$ cat config.mk
export PLATFORM = sky130hd
export DESIGN_NAME = gru_hidden_update
export DESIGN_NICKNAME = d
export VERILOG_FILES = /design/src/rtl/gru_pkg.sv /design/src/rtl/adder.sv /design/src/rtl/fp_multiplier.sv /design/src/rtl/gru_hidden_update.sv
export SDC_FILE = /design/constraint.sdc
export NUM_CORES = 2
export LEC_CHECK = 0
export BUFFER_PORTS_ARGS = -buffer_cell sky130_fd_sc_hd__buf_2
export CORE_MARGIN = 10
export CORE_UTILIZATION = 60
export DETAILED_ROUTE_END_ITERATION = 10
export HOLD_SLACK_MARGIN = 0.12
export PLACE_DENSITY = 0.81
export REMOVE_ABC_BUFFERS = 1
export SLEW_MARGIN = 10
export SYNTH_ARGS = -nofsm -noshare
export SYNTH_HDL_FRONTEND = slang
export SYNTH_HIERARCHICAL = 1
export SYNTH_SLANG_ARGS = --single-unit
$ cat constraint.sdc
create_clock -name clk -period 33.8 [get_ports clk]
set_input_delay 3.38 -clock clk [delete_from_list [all_inputs] [get_ports clk]]
set_output_delay 3.38 -clock clk [all_outputs]
set_load 0.02 [all_outputs]
$ cat src/rtl/gru_pkg.sv
// rtl/gru_pkg.sv - shared constants, FSM encoding and slice helper for the GRU hidden-state update
package gru_pkg;

  localparam logic [31:0] FP_ONE      = 32'h3F800000;
  localparam int          FP_SIGN_BIT = 31;
  localparam int          ADD_LATENCY = 2;
  localparam int          MUL_LATENCY = 3;

  typedef enum logic [3:0] {
    S_IDLE,
    S_CHECK,
    S_SUB,
    S_SUB_WAIT,
    S_SUB_IDLE,
    S_MUL,
    S_MUL_WAIT,
    S_MUL_IDLE,
    S_ADD,
    S_ADD_WAIT,
    S_ADD_IDLE,
    S_NEXT,
    S_DONE
  } state_t;

  // Bit offset of element idx inside a flat vector of single-precision words.
  function automatic int unsigned elem_lsb(input int unsigned idx);
    return idx * 32;
  endfunction

endpackage

$ cat src/rtl/adder.sv
// rtl/adder.sv - single-precision adder (value_in + bias) behind a level start/done handshake
module adder
  import gru_pkg::*;
#(
  parameter int LATENCY = ADD_LATENCY
) (
  input  logic        clk,
  input  logic        rstn,
  input  logic        start,
  input  logic [31:0] value_in,
  input  logic [31:0] bias,
  output logic        done,
  output logic [31:0] value_out
);

  localparam int CW = $clog2(LATENCY + 1);

  logic [CW-1:0] cnt;
  logic          done_q;

  // Round-to-nearest-even; subnormals flush to zero.
  function automatic logic [31:0] fp_add(input logic [31:0] a, input logic [31:0] b);
    logic [31:0] x, y;
    logic [7:0]  diff;
    logic [26:0] mx, my, sh;
    logic [27:0] sum;
    logic [9:0]  e;
    logic [24:0] rnd;
    logic        found;
    int          lz;
    if (a[30:23] == 8'hFF) begin
      if (b[30:23] == 8'hFF && a[22:0] == 23'd0 && b[22:0] == 23'd0 && a[31] != b[31])
        return 32'h7FC00000;
      return a;
    end
    if (b[30:23] == 8'hFF) return b;
    if (a[30:23] == 8'd0 && b[30:23] == 8'd0) return {a[31] & b[31], 31'd0};
    if (a[30:23] == 8'd0) return b;
    if (b[30:23] == 8'd0) return a;
    if (a[30:0] >= b[30:0]) begin
      x = a; y = b;
    end else begin
      x = b; y = a;
    end
    diff = x[30:23] - y[30:23];
    mx   = {1'b1, x[22:0], 3'b000};
    my   = {1'b1, y[22:0], 3'b000};
    if (diff > 8'd26) begin
      sh = 27'd1;
    end else begin
      sh    = my >> diff;
      sh[0] = sh[0] | (|(my & ((27'd1 << diff) - 27'd1)));
    end
    e = {2'b00, x[30:23]};
    if (x[31] == y[31]) begin
      sum = {1'b0, mx} + {1'b0, sh};
      if (sum[27]) begin
        sum = {1'b0, sum[27:2], sum[1] | sum[0]};
        e   = e + 10'd1;
      end
    end else begin
      sum = {1'b0, mx} - {1'b0, sh};
      if (sum == 28'd0) return 32'h00000000;
      lz    = 0;
      found = 1'b0;
      for (int i = 26; i >= 0; i--) begin
        if (!found) begin
          if (sum[i]) found = 1'b1;
          else        lz++;
        end
      end
      sum = sum << lz;
      e   = e - 10'(lz);
    end
    if (e[9] || e == 10'd0) return {x[31], 31'd0};
    rnd = {1'b0, sum[26:3]} + 25'(sum[2] & (sum[1] | sum[0] | sum[3]));
    if (rnd[24]) begin
      rnd = rnd >> 1;
      e   = e + 10'd1;
    end
    if (e >= 10'd255) return {x[31], 8'hFF, 23'd0};
    return {x[31], e[7:0], rnd[22:0]};
  endfunction

  always_ff @(posedge clk or posedge rstn) begin
    if (rstn) begin
      cnt       <= '0;
      done_q    <= 1'b0;
      value_out <= '0;
    end else if (!start) begin
      cnt    <= '0;
      done_q <= 1'b0;
    end else if (!done_q) begin
      if (cnt == CW'(LATENCY - 1)) begin
        done_q    <= 1'b1;
        value_out <= fp_add(value_in, bias);
      end else begin
        cnt <= cnt + CW'(1);
      end
    end
  end

  // done follows start down in the same cycle so the caller's idle check costs one cycle.
  assign done = done_q & start;

endmodule

$ cat src/rtl/fp_multiplier.sv
// rtl/fp_multiplier.sv - single-precision multiplier behind a level start/done handshake
module fp_multiplier
  import gru_pkg::*;
#(
  parameter int LATENCY = MUL_LATENCY
) (
  input  logic        clk,
  input  logic        rstn,
  input  logic        start,
  input  logic [31:0] a,
  input  logic [31:0] b,
  output logic        done,
  output logic [31:0] product
);

  localparam int CW = $clog2(LATENCY + 1);

  logic [CW-1:0] cnt;
  logic          done_q;

  function automatic logic [31:0] fp_mul(input logic [31:0] x, input logic [31:0] y);
    logic        s, x_zero, y_zero, x_inf, y_inf, g, st;
    logic [47:0] p;
    logic [23:0] m;
    logic [9:0]  e;
    logic [24:0] rnd;
    s      = x[31] ^ y[31];
    x_zero = (x[30:23] == 8'd0);
    y_zero = (y[30:23] == 8'd0);
    x_inf  = (x[30:23] == 8'hFF);
    y_inf  = (y[30:23] == 8'hFF);
    if ((x_inf && x[22:0] != 23'd0) || (y_inf && y[22:0] != 23'd0)) return 32'h7FC00000;
    if (x_inf || y_inf) begin
      if (x_zero || y_zero) return 32'h7FC00000;
      return {s, 8'hFF, 23'd0};
    end
    if (x_zero || y_zero) return {s, 31'd0};
    p = 48'({1'b1, x[22:0]}) * 48'({1'b1, y[22:0]});
    e = 10'(x[30:23]) + 10'(y[30:23]) - 10'd127;
    if (p[47]) begin
      m  = p[47:24];
      g  = p[23];
      st = |p[22:0];
      e  = e + 10'd1;
    end else begin
      m  = p[46:23];
      g  = p[22];
      st = |p[21:0];
    end
    rnd = {1'b0, m} + 25'(g & (st | m[0]));
    if (rnd[24]) begin
      rnd = rnd >> 1;
      e   = e + 10'd1;
    end
    if (e[9] || e == 10'd0) return {s, 31'd0};
    if (e >= 10'd255) return {s, 8'hFF, 23'd0};
    return {s, e[7:0], rnd[22:0]};
  endfunction

  always_ff @(posedge clk or posedge rstn) begin
    if (rstn) begin
      cnt     <= '0;
      done_q  <= 1'b0;
      product <= '0;
    end else if (!start) begin
      cnt    <= '0;
      done_q <= 1'b0;
    end else if (!done_q) begin
      if (cnt == CW'(LATENCY - 1)) begin
        done_q  <= 1'b1;
        product <= fp_mul(a, b);
      end else begin
        cnt <= cnt + CW'(1);
      end
    end
  end

  assign done = done_q & start;

endmodule

$ cat src/rtl/gru_hidden_update.sv
// rtl/gru_hidden_update.sv - h_t = n + z*(h_prev - n) per element, sharing one adder and one multiplier
module gru_hidden_update
  import gru_pkg::*;
#(
  parameter int DATA_WIDTH = 32,
  parameter int GRU_UNITS  = 7
) (
  input  logic                            clk,
  input  logic                            rstn,
  input  logic                            start,
  output logic                            done,
  input  logic [GRU_UNITS*DATA_WIDTH-1:0] i_z_vector_flat,
  input  logic [GRU_UNITS*DATA_WIDTH-1:0] i_n_vector_flat,
  input  logic [GRU_UNITS*DATA_WIDTH-1:0] i_h_prev_flat,
  output logic [GRU_UNITS*DATA_WIDTH-1:0] o_h_new_flat
);

  localparam int IDX_W = $clog2(GRU_UNITS + 1);

  state_t                          state;
  logic [IDX_W-1:0]                idx;
  logic [GRU_UNITS*DATA_WIDTH-1:0] z_q, n_q, h_q;
  logic [31:0]                     z_e, n_e, h_e, d_q, p_q;
  logic [31:0]                     add_a, add_b, add_y, mul_y;
  logic                            add_start, add_done, mul_start, mul_done;

  assign z_e = z_q[elem_lsb(32'(idx)) +: 32];
  assign n_e = n_q[elem_lsb(32'(idx)) +: 32];
  assign h_e = h_q[elem_lsb(32'(idx)) +: 32];

  // The adder serves both h_prev - n (sign-flipped n) and the final n + p.
  always_comb begin
    add_a = h_e;
    add_b = {~n_e[FP_SIGN_BIT], n_e[FP_SIGN_BIT-1:0]};
    if (state == S_ADD || state == S_ADD_WAIT || state == S_ADD_IDLE) begin
      add_a = n_e;
      add_b = p_q;
    end
  end

  adder #(.LATENCY(ADD_LATENCY)) u_adder (
    .clk       (clk),
    .rstn      (rstn),
    .start     (add_start),
    .value_in  (add_a),
    .bias      (add_b),
    .done      (add_done),
    .value_out (add_y)
  );

  fp_multiplier #(.LATENCY(MUL_LATENCY)) u_mul (
    .clk     (clk),
    .rstn    (rstn),
    .start   (mul_start),
    .a       (z_e),
    .b       (d_q),
    .done    (mul_done),
    .product (mul_y)
  );

  always_ff @(posedge clk or posedge rstn) begin
    if (rstn) begin
      state        <= S_IDLE;
      idx          <= '0;
      z_q          <= '0;
      n_q          <= '0;
      h_q          <= '0;
      d_q          <= '0;
      p_q          <= '0;
      add_start    <= 1'b0;
      mul_start    <= 1'b0;
      done         <= 1'b0;
      o_h_new_flat <= '0;
    end else begin
      case (state)
        S_IDLE: begin
          if (start) begin
            z_q   <= i_z_vector_flat;
            n_q   <= i_n_vector_flat;
            h_q   <= i_h_prev_flat;
            idx   <= '0;
            state <= S_CHECK;
          end
        end
        S_CHECK: begin
          // z of exactly 0 or 1 selects an input directly, skipping the arithmetic.
          if (z_e[30:0] == 31'd0) begin
            o_h_new_flat[elem_lsb(32'(idx)) +: 32] <= n_e;
            state <= S_NEXT;
          end else if (z_e == FP_ONE) begin
            o_h_new_flat[elem_lsb(32'(idx)) +: 32] <= h_e;
            state <= S_NEXT;
          end else begin
            state <= S_SUB;
          end
        end
        S_SUB: begin
          add_start <= 1'b1;
          state     <= S_SUB_WAIT;
        end
        S_SUB_WAIT: begin
          if (add_done) begin
            d_q       <= add_y;
            add_start <= 1'b0;
            state     <= S_SUB_IDLE;
          end
        end
        S_SUB_IDLE: if (!add_done) state <= S_MUL;
        S_MUL: begin
          mul_start <= 1'b1;
          state     <= S_MUL_WAIT;
        end
        S_MUL_WAIT: begin
          if (mul_done) begin
            p_q       <= mul_y;
            mul_start <= 1'b0;
            state     <= S_MUL_IDLE;
          end
        end
        S_MUL_IDLE: if (!mul_done) state <= S_ADD;
        S_ADD: begin
          add_start <= 1'b1;
          state     <= S_ADD_WAIT;
        end
        S_ADD_WAIT: begin
          if (add_done) begin
            o_h_new_flat[elem_lsb(32'(idx)) +: 32] <= add_y;
            add_start <= 1'b0;
            state     <= S_ADD_IDLE;
          end
        end
        S_ADD_IDLE: if (!add_done) state <= S_NEXT;
        S_NEXT: begin
          if (idx == IDX_W'(GRU_UNITS - 1)) begin
            state <= S_DONE;
          end else begin
            idx   <= idx + IDX_W'(1);
            state <= S_CHECK;
          end
        end
        S_DONE: begin
          // done is raised first, then held until start is seen low.
          if (!done) begin
            done <= 1'b1;
          end else if (!start) begin
            done  <= 1'b0;
            state <= S_IDLE;
          end
        end
        default: state <= S_IDLE;
      endcase
    end
  end

endmodule

Word-level counts from Yosys, hierarchy flattened:

Index checks and enable logic that the tools add are counted.

* bits in registers: 1040
* latch bits: 0
* bits in writable memories: 0
* memory bits (read-only): 0
* bits of input ports: 675
* word-level logic and storage cells: 1109
* memories kept: 0

* $add $sub $neg: 43
* $mul: 1
* div/mod/pow operators: 0
* order comparisons: 4
* eq/ne operators: 38
* shift-type cells: 10
* multiplexer cells: 934
* bitwise gates (word level): 15
* reduce and logical (&&, ||, !) cells: 47

Operators by type and width (count)
* 32-bit two-way mux: 391
* 32-bit by 2-bit adder with 32-bit output (second input constant): 26
* 224-bit bitwise mux: 3
* 224-bit two-way mux: 3
* 224-bit by 9-bit indexed part select with 32-bit output: 3
* 32-bit by 34-bit indexed part select with 224-bit output: 3
* 27-bit two-way mux: 20
* 224-bit one-hot mux with 2 select lines: 1
* 1-bit two-way mux: 447
* 10-bit two-way mux: 36
* 32-bit by 34-bit variable shift with 224-bit output (first input constant): 1
* 24-bit two-way mux: 7
* 4-bit one-hot mux with 13 select lines: 1
* 24-bit by 25-bit adder with 25-bit output: 2
* 1-bit by 25-bit bitwise AND with 25-bit output: 2
* 24-bit by 24-bit multiplier with 48-bit output: 1
* 4-bit two-way mux: 12
* 23-bit zero test: 2
* 23-bit two-way mux: 2
* 23-bit nonzero test: 2
* 8-bit negation with 34-bit output: 1
* 32-bit by 30-bit equality test with 1-bit output (second input constant): 1
* 8-bit equality test (second input constant): 4
* 8-bit zero test: 4
* 53 further kinds: 117

Depth between registers and ports, before layout:

* word-level depth: 467
* mapped depth: 145
* gate-level depth less buffers: 134

Cells and area by module:

Netlist, hierarchy kept.

Modules (own cells, without submodules)
* gru_hidden_update: times used 1, cells an instance 2945, area an instance 42615.9 um^2
* fp_multiplier: times used 1, cells an instance 2745, area an instance 23336.1 um^2
* adder: times used 1, cells an instance 2681, area an instance 17606.9 um^2

Worst setup path before layout:

Ideal clock, no wire load.

* kind: register to register
* start point: register idx[1]
* end point: register u_adder.value_out[13]
* data arrival time: 27148 ps
* required time: 33714 ps
* slack: 6566 ps
* cell stages (with the launch flop): 136
* path through: dfrtp_1 -> buf_2 -> buf_2 -> buf_1 -> buf_1 -> clkbuf_1 -> mux4_2 -> o21ai_0 -> mux2i_1 -> ha_1 -> nand4_1 -> nor4_1 -> a221oi_2 -> and3_1 -> a211oi_1 -> nor2_1 -> ha_1 -> or4_1 -> (+100 left out) -> o21ai_0 -> nand2b_1 -> a21o_1 -> a21o_1 -> a21o_1 -> a21o_1 -> xnor2_1 -> nand2_1 -> o211a_1 -> nor2_1 -> and3_1 -> nand4_1 -> o2111a_1 -> clkbuf_1 -> o211ai_1 -> a21oi_2 -> a31oi_1 -> nor3_1

RTL lines
* start: declaration: RTL line gru_hidden_update.sv:21 `logic [IDX_W-1:0] idx;`
* start signal: assignment: RTL line gru_hidden_update.sv:137 `idx <= idx + IDX_W'(1);`
* end signal: assignment: RTL line adder.sv:96 `value_out <= fp_add(value_in, bias);`
* end: declaration: RTL line adder.sv:13 `output logic [31:0] value_out`

==> metrics.txt <==
area of the multi-input gates=53050 sq um; GRT Total Usage=43.23%; Final period util=93.85%; xor and xnor fraction of the mapped netlist area=2.968%; flop-to-flop setup slack=2.08 ns; share of layout cells above drive strength 1=26.08%; CTS tree=yes; crit-path max cell delay=0.78 ns; Mapped Cells=8371; drt via density=6.742; Worst R2R End=u_adder/value_out[8]; fin crit period=31.72 ns; initial core utilization=60.55%; Post-synth EDFFs=0; placed inst area=89970 sq um; Arrival @ worst endpoint=32.31 ns; crit path buf inv count=2; fin util=68.06%; residual DRC count=0; Req. time, crit path=34.39 ns; CTS root buf=clkbuf_16; die width=393.2 um; final-report setup violation count=0; # clock sinks=1040; core area=138000 sq um; hold_buf cts=0; row cnt=136; Clock Skew=0.09114 ns; outcome=complete, no violations; adder-cell share of the synthesized area=16.34%; Simple-Gate Fraction of Synth Area=12.88%; mux contribution to synthesized area=17.15%; maximum number of pins on one net before global-route repair=170; Port Buffers=899; first-pass GRT wire length=501.5 mm; antenna violations before repair=109; worst reg2reg startpoint=idx[1]; die span in y=393.2 um; max_slew headroom=3.830%; hold path depth=1; largest family of logic cells by synthesized area=multiplexers; WS Path Type=flip-flop to flip-flop; die area=154600 sq um; register bit count reported by yosys=1040; CP max stage cell=nor3_2; vias in the first global route=75330; total negative setup slack=0 ns; Reg area=26030 sq um; H-tree levels=3; Largest delay share family, worst path=compound AO/OA/AOI/OAI gates; Achievable Freq=31.52 MHz; Final Hold Vio Count=0; final instance area=93930 sq um; Worst Reg2Reg Path Length in Cells=114; Ys Warns=6; final hold slack=0.4969 ns; hold path start=o_h_new_flat[21]; Top FF cell, synth=dfrtp_1; Routed WL=344.7 mm; hold path endpoint=o_h_new_flat[21]; clk slew on worst S/H paths=0.07 ns; Worst setup EP type=flip-flop; number of routed nets with antenna violations=0; Least-Margin Pin Slew=1.430 ns; gpl congestion=1.034; # IOs=900; MaxCap Viol Count=0; Final Max Tran Viols=0; Synth Area in Compound Gates=13.93%; clk_lat worst skew=0.79 ns; syn avg cell area=9.982 sq um; WL/cell=31.05 um; # fillers=10170; Post-synth ARST share=100.0%; sequential area share after synthesis=31.15%; startpoint types=flip-flop; GR Overflow Total=0; nets=10530; drt pass-1 iters=6; CP max FO=27; Starting DRT DRC Count=9693; Distinct cells, synth=132; total CTS buffers=101; Cell Area, Synth=83560 sq um; Via Count=74840; Hold Crit Class=flip-flop to flip-flop; dpl hpwl=260.8 mm; clock tree buffer depth=3; RSZ-0062 raised after global routing=no; synthesis-to-layout area growth=12.41%; CP dominant cell by count=ha_1
## worst max path at each step
stage	start	endpoint	slack [ns]	depth (start not counted)
4_1_cts	idx[1]	u_adder/value_out[22]	1.80	114
2_1_floorplan	idx[0]	u_adder/value_out[22]	-1.58	124
3_3_place_gp	idx[1]	u_adder/value_out[22]	2.59	115
5_1_grt	idx[2]	u_adder/value_out[22]	0.14	116
6_report	idx[1]	u_adder/value_out[8]	2.08	114
3_5_place_dp	idx[1]	u_adder/value_out[22]	2.05	115
## worst register-to-register path: cells and delay by family, from the launching register on
family          cells  cell delay, ns
mux                15            4.46
buf+inv             2            0.72
fa+ha+maj          20            6.14
simple gates       34            7.75
xor+xnor            6            1.96
flops               1            0.77
compound gates     37            9.74
## through the flow
step / std cells / worst slack [ns]
floorplan: 7868 / -1.577
global placement: 10820 / 2.586
detailed placement: 10820 / 2.047
CTS: 11000 / 1.801
global route: 11080 / 0.1367
finish: 11100 / 2.078
## cells in the final DEF (no fill, tap or decap), types with 28 or more instances in the layout
| cell type | n |
|---|---|
| a221o_1 | 72 |
| o21bai_1 | 35 |
| nor3_1 | 118 |
| nand4_1 | 89 |
| and3_1 | 45 |
| mux4_2 | 75 |
| or3_1 | 33 |
| buf_4 | 181 |
| fa_1 | 485 |
| ha_1 | 314 |
| nand3_1 | 145 |
| a221oi_1 | 32 |
| xor2_1 | 69 |
| and2_1 | 322 |
| a31oi_1 | 42 |
| xnor2_1 | 153 |
| a21o_1 | 66 |
| buf_2 | 899 |
| inv_1 | 687 |
| o21ai_0 | 299 |
| clkbuf_16 | 101 |
| nor4_1 | 66 |
| a21oi_1 | 396 |
| mux2_2 | 897 |
| a22o_1 | 178 |
| a211oi_1 | 54 |
| o211ai_1 | 59 |
| diode_2 | 99 |
| nand2_1 | 678 |
| o21ai_1 | 29 |
| dfrtp_1 | 1037 |
| mux2i_1 | 222 |
| a22oi_1 | 63 |
| nor2_1 | 491 |
| o22ai_1 | 34 |
| o21a_1 | 28 |
## layout make-up
cell class	instances	share of cell area [%]
repair buffers	1085	6.343
multi-input cells	6128	56.48
inverters	700	2.809
flip-flops and latches	1040	27.72
well taps	1863	2.482
clock inverters	49	0.8152
clock buffers	137	3.090
diodes	99	0.2638
## per-layer routing
layer / track usage (%) / share of wire [%] / wire length (um)
met1: 56.04 / 37 / 128600
met2: 64.78 / 44 / 152300
met3: 11.19 / 11 / 37720
met4: 26.67 / 7.5 / 25940
met5: 0 / 0.047 / 163
## sequential cells by signal, indices dropped and copies added (netlist names)
register,count
h_q,224
n_q,224
o_h_new_flat,224
z_q,224
d_q,32
p_q,32
u_adder/value_out,32
u_mul/product,32
state,4
idx,3
u_adder/cnt,2
u_mul/cnt,2
add_start,1
done,1
mul_start,1
u_adder/done_q,1
u_mul/done_q,1
## Yosys cell counts (72+ instances only)
library cell     n  area share (%)
xor2_1          72            0.75
nand3_1        145            0.87
a21oi_1        397             2.4
fa_1           485              12
nand4_1         89            0.67
mux4_2          75             2.0
ha_1           315             4.7
xnor2_1        155             1.6
mux2_2         897              12
inv_1          690             3.1
dfrtp_1       1040              31
nor2_1         495             2.2
a22o_1         178             1.9
nand2_1        680             3.1
mux2i_1        222             2.7
nor3_1         120            0.72
o21ai_0        303             1.8
a221o_1         72            0.86
and2_1         322             2.4
clkbuf_1       381             1.7
## logic make-up (layout without fill, tap and decap cells)
| logic type | count (synthesis) | after routing |
|---|---|---|
| and+or+nand+nor | 2188 | 2188 |
| AOI/OAI and AO/OA | 1669 | 1669 |
| muxes | 1221 | 1221 |
| buffers and inverters | 1203 | 1971 |
| DFF | 1040 | 1040 |
| adders and majority gates | 800 | 800 |
| xor gates and xnor gates | 250 | 250 |
| other | 0 | 99 |
## what timing repair did
item | in CTS | in global routing
setup endpoints to repair | 0 | 31
gates resized for setup | 0 | 4
buffers inserted | 0 | 1
Power is left out: the tool's default activity adds up to more than one toggle a clock period on the data nets, which glitch-free logic cannot reach.
